===== src/rtl/wptr_full_ctrl_pkg.sv =====
// Shared async-FIFO helpers: Gray encode/decode and the default address width.
package wptr_full_ctrl_pkg;

  localparam int DEF_ADDRSIZE = 8;

  // Gray encode. Works for any pointer width up to 32 as long as unused MSBs are zero.
  function automatic logic [31:0] bin2gray(input logic [31:0] b);
    return (b >> 1) ^ b;
  endfunction

  // Gray decode. Each binary bit is the XOR of all Gray bits at or above it.
  // Zero upper bits leave narrower pointers unaffected.
  function automatic logic [31:0] gray2bin(input logic [31:0] g);
    logic [31:0] b;
    b[31] = g[31];
    for (int i = 30; i >= 0; i--) b[i] = b[i+1] ^ g[i];
    return b;
  endfunction

endpackage


===== src/rtl/wptr_full_ctrl_sync_r2w.sv =====
// Two-flop synchronizer for a Gray pointer crossing into another clock domain.
module sync_r2w
  import wptr_full_ctrl_pkg::*;
#(
  parameter int WIDTH = DEF_ADDRSIZE + 1
) (
  input  logic             clk,
  input  logic             rst_n,
  input  logic [WIDTH-1:0] i_d,
  output logic [WIDTH-1:0] o_q
);

  logic [WIDTH-1:0] r_q1, r_q2;

  // Two metastability-settling stages.
  always_ff @(posedge clk or negedge rst_n) begin
    if (!rst_n) begin
      r_q1 <= '0;
      r_q2 <= '0;
    end else begin
      r_q1 <= i_d;
      r_q2 <= r_q1;
    end
  end

  assign o_q = r_q2;

endmodule


===== src/rtl/wptr_full_ctrl.sv =====
// Write-side pointer, fill level and full/almost-full/overflow flags of an async FIFO.
module wptr_full_ctrl
  import wptr_full_ctrl_pkg::*;
#(
  parameter int ADDRSIZE     = DEF_ADDRSIZE,
  parameter int AFULL_THRESH = (1 << ADDRSIZE) - 4
) (
  input  logic                wclk,
  input  logic                wrst_n,
  input  logic                winc,
  input  logic [ADDRSIZE:0]   rptr_async,
  output logic                wen,
  output logic [ADDRSIZE-1:0] waddr,
  output logic [ADDRSIZE:0]   wptr,
  output logic                wfull,
  output logic                walmost_full,
  output logic [ADDRSIZE:0]   wlevel,
  output logic                woverflow
);

  localparam int PW = ADDRSIZE + 1;
  localparam logic [PW-1:0] AF_T = PW'(AFULL_THRESH);

  logic [PW-1:0] r_wbin, r_wptr, r_wlevel;
  logic          r_wfull, r_walmost_full, r_woverflow;

  logic [PW-1:0] w_wq2_rptr, w_rbin_sync, w_wbinnext, w_wgraynext, w_levelnext, w_full_ptr;
  logic          w_wen;

  sync_r2w #(.WIDTH(PW)) u_sync_r2w (
    .clk   (wclk),
    .rst_n (wrst_n),
    .i_d   (rptr_async),
    .o_q   (w_wq2_rptr)
  );

  // A write while full is dropped here, so pointers and level hold.
  assign w_wen       = winc & ~r_wfull;
  assign w_wbinnext  = r_wbin + PW'(w_wen);
  assign w_wgraynext = PW'(bin2gray(32'(w_wbinnext)));
  assign w_rbin_sync = PW'(gray2bin(32'(w_wq2_rptr)));
  assign w_levelnext = w_wbinnext - w_rbin_sync;
  // Full: write pointer has lapped the read pointer exactly once (top two Gray bits inverted).
  assign w_full_ptr  = {~w_wq2_rptr[PW-1:PW-2], w_wq2_rptr[PW-3:0]};

  // Pointer and flag registers; flags use the post-write pointer so the filling write sets full.
  always_ff @(posedge wclk or negedge wrst_n) begin
    if (!wrst_n) begin
      r_wbin         <= '0;
      r_wptr         <= '0;
      r_wlevel       <= '0;
      r_wfull        <= 1'b0;
      r_walmost_full <= 1'b0;
      r_woverflow    <= 1'b0;
    end else begin
      r_wbin         <= w_wbinnext;
      r_wptr         <= w_wgraynext;
      r_wlevel       <= w_levelnext;
      r_wfull        <= (w_wgraynext == w_full_ptr);
      r_walmost_full <= (w_levelnext >= AF_T);
      r_woverflow    <= r_woverflow | (winc & r_wfull);
    end
  end

  assign wen          = w_wen;
  assign waddr        = r_wbin[ADDRSIZE-1:0];
  assign wptr         = r_wptr;
  assign wfull        = r_wfull;
  assign walmost_full = r_walmost_full;
  assign wlevel       = r_wlevel;
  assign woverflow    = r_woverflow;

endmodule


===== config.mk =====
export PLATFORM = sky130hd
export DESIGN_NAME = wptr_full_ctrl
export DESIGN_NICKNAME = d
export VERILOG_FILES = /design/src/rtl/wptr_full_ctrl_pkg.sv /design/src/rtl/wptr_full_ctrl_sync_r2w.sv /design/src/rtl/wptr_full_ctrl.sv
export SDC_FILE = /design/constraint.sdc
export NUM_CORES = 1
export LEC_CHECK = 0
export CAP_MARGIN = 10
export CORE_MARGIN = 5
export CORE_UTILIZATION = 40
export CTS_BUF_LIST = sky130_fd_sc_hd__clkbuf_4 sky130_fd_sc_hd__clkbuf_8
export CTS_CLUSTER_SIZE = 24
export DETAILED_ROUTE_END_ITERATION = 8
export PLACE_DENSITY = 0.63
export SLEW_MARGIN = 15
export SYNTH_ARGS = -nofsm -noshare
export SYNTH_HDL_FRONTEND = slang
export SYNTH_SLANG_ARGS = --single-unit

===== constraint.sdc =====
create_clock -name wclk -period 4.8 [get_ports wclk]
set_input_delay 1.2 -clock wclk [delete_from_list [all_inputs] [get_ports wclk]]
set_output_delay 1.2 -clock wclk [all_outputs]
set_load 0.005 [all_outputs]

==> qor.yml <==
crit_path_top_delay_cell: "clkdlybuf4s50_1"
coreArea_mm2: 0.00507
yosys.area_share.simple_pct: 7.13
insertion_delay_ps: 300
cts.sinks: 47
skew_ps: 3.73
ys_types: 32
postRouteAntennaNets: 0
ys_ff_latch: 47
finalHoldViolCount: 0
max_stage_delay_ps: 470
initialDrtViolationCount: 53
synthAdderAreaFrac_pct: 6.95
hpwl_mm: 2.81
grt_usage_pct: 12.4
die_w_um: 82.2
critPathKind: "input port to flop"
maxCapViolCount: 0
worstMarginPinSlew_ps: 994
route.detailed.drc: 0
die_area_mm2: 0.00676
final_util_pct: 53.1
syn_to_final_growth_pct: 29.1
multi_input_area_um2: 870
fin_ws_ps: 693
postCtsHoldBufs: 0
start_util_pct: 41.1
io_buffers: 41
post_cts_buffers: 0
power.density_mw_per_mm2: 664
root_buffer: "clkbuf_8"
final_nets: 233
ios: 42
p_int_mw: 1.16
endpoint_kind: "flop"
fmax_ghz: 0.243
synthXorXnorAreaFrac_pct: 18.7
postSynthAreaPerCell_um2: 12.9
ys_top_cells_by_area: "dfrtp_1 (56%), xnor2_1 (7.6%), ha_1 (6.0%)"
power.total_mw: 1.79
crit_arrival_ps: 4300
rsz0062_at_grt: "no"
routed_via_density: 4.63
grt_max_degree: 48
synth_top_family_by_area: "XOR/XNOR gates"
synthMuxAreaShare_pct: 1.02
slew_violations: 0
num_vias: 1302
tritoncts: "built"
finalSetupTns_ps: 0
timing.final.crit_share_pct: 85.6
post-route-min-period_ps: 4110
n_antenna_cell: 0
syn_inst: 162
drive_above_1_share_pct: 8.06
crit_top_cell: "ha_1"
grt_antenna_before_repair: 0
numCtsBuffers: 5
cpLargestDelayFamily: "compound AO/OA/AOI/OAI gates"
cp-start-kind: "input port"
ys_seq_area_share_pct: 56.4
yosysTopAreaCell: "dfrtp_1"
synthesis.nets: 185
cp_max_fo: 6
finalSetupViolations: 0
rows: 26
wl_mm: 3.76
grt_pass1_vias: 1364
crit_buf_inv: 2
post-place-ws_ps: 395
clockBufferDepth: 2
overflow: 0
nFillCells: 454
first_pass_iters: 4
p_leak_nw: 1.22
gp_congestion: 0.857
dp.cells: 273
pwr-share-clk_pct: 16.4
ff_latch_area_mm2: 0.00118
final_cell_mix: "dfrtp_1 (47), clkdlybuf4s50_1 (40), xnor2_1 (18), xor2_1 (13), nor2_1 (11)"
die_h_um: 82.2
grt_pass1_wl_mm: 6.23
yosysWarnings: 0
crit_required_ps: 4990
synth_top_area_share_pct: 56.4
htreeDepth: 2
status: "complete, no violations"
p_comb_share_pct: 50.8
wire_per_inst_um: 13.4
ir_worst_vdd_mv: 0.292
synth-compound-area-share_pct: 7.85
path_cells: "clkdlybuf4s50_1 -> nor2b_1 -> ha_1 -> ha_1 -> xnor2_1 -> inv_1 -> ha_1 -> a211oi_1 -> o21ai_0 -> a21o_1 -> a21oi_1 -> xor2_1 -> a41o_1"
seq_power_share_pct: 32.7
slew_headroom_pct: 33.7
final_common_cell: "dfrtp_1"
switchingPower_uw: 629
worstHoldPathType: "flop to flop"
clk_transition_reported_paths_ps: 80
syn-cell-area_mm2: 0.00209
cts-resized-gates: 0
switching_share_pct: 35.2
final_cells: 281
## power by group through the flow
stage          Combinational (mW)  Sequential (mW)  Clock, mW
2_1_floorplan               0.561            0.592          0
3_3_place_gp                0.892            0.590          0
3_5_place_dp                0.913            0.592          0
4_1_cts                     0.926            0.588      0.306
5_1_grt                      1.01            0.603      0.317
6_report                    0.909            0.586      0.294
## cell type report
| cell class | count | area share (%) |
|---|---|---|
| clock inverters | 2 | 1.30 |
| repair buffers | 42 | 15.3 |
| well taps | 70 | 3.25 |
| clock buffers | 6 | 3.07 |
| flip-flops and latches | 47 | 43.7 |
| multi-input cells | 106 | 32.3 |
| inverters | 8 | 1.11 |
## synthesized netlist by cell type, drive strengths merged
| cell | instances |
|---|---|
| dfrtp | 47 |
| xnor2 | 18 |
| xor2 | 16 |
| nor2 | 11 |
| ha | 10 |
| inv | 8 |
| nand2 | 6 |
| a21oi | 5 |
| nand3 | 5 |
| o21ai | 5 |
| a21o | 4 |
| xnor3 | 3 |
| a211oi | 2 |
| nand2b | 2 |
| nor2b | 2 |
| nor3 | 2 |
| o21a | 2 |
| or3 | 2 |
| a2111oi | 1 |
| a21boi | 1 |
| a22oi | 1 |
| a31oi | 1 |
| a41o | 1 |
| and2 | 1 |
| and3 | 1 |
| buf | 1 |
| fa | 1 |
| mux2 | 1 |
| mux2i | 1 |
| o31ai | 1 |
## kinds of logic after synthesis
kind of cell,count (synthesis)
flops,47
xor+xnor,37
simple gates,32
compound gates,24
fa+ha+maj,11
buf+inv,9
mux,2
## layer usage
| metal | up-vias | track usage, % | part of all wire, % |
|---|---|---|---|
| li1 | 633 | - | - |
| met1 | 632 | 14.0 | 42 |
| met2 | 31 | 21.3 | 50 |
| met3 | 6 | 3.80 | 6.3 |
| met4 | 0 | 5.81 | 1.5 |
| met5 | - | 0 | 0 |
## worst paths after layout
path	startpoint	endpoint	slack, ps	depth (start not counted)
worst max register to register	u_sync_r2w.o_q[8]$_DFF_PN0_	walmost_full$_DFF_PN0_	790	15
worst min register to register	u_sync_r2w.r_q1[7]$_DFF_PN0_	u_sync_r2w.o_q[7]$_DFF_PN0_	350	0
min in group asynchronous	wrst_n	u_sync_r2w.r_q1[1]$_DFF_PN0_	1070	1
worst min-delay path	u_sync_r2w.r_q1[7]$_DFF_PN0_	u_sync_r2w.o_q[7]$_DFF_PN0_	350	0
worst max-delay path	winc	walmost_full$_DFF_PN0_	690	13
max in group asynchronous	wrst_n	u_sync_r2w.o_q[5]$_DFF_PN0_	3130	1
## per-stage QoR
step	instance area (um^2)	hold slack [ps]
5_1_grt	2690	358
2_1_floorplan	2090	331
3_5_place_dp	2580	335
3_3_place_gp	2580	332
4_1_cts	2690	354
6_report	2690	351
## state kept, by name, indices dropped and copies added (netlist names)
register         flops
wfull                1
wlevel               9
woverflow            1
u_sync_r2w.r_q1      9
r_wbin               9
walmost_full         1
u_sync_r2w.o_q       9
wptr                 8
## worst register-to-register path, delay by kind of cell, from the launching register on
kind | cells | cell delay [ps]
xor+xnor | 7 | 1730
flops | 1 | 400
fa+ha+maj | 2 | 610
buf+inv | 1 | 50
compound gates | 5 | 1130
Note: power is estimated with default switching activity, not from simulation.
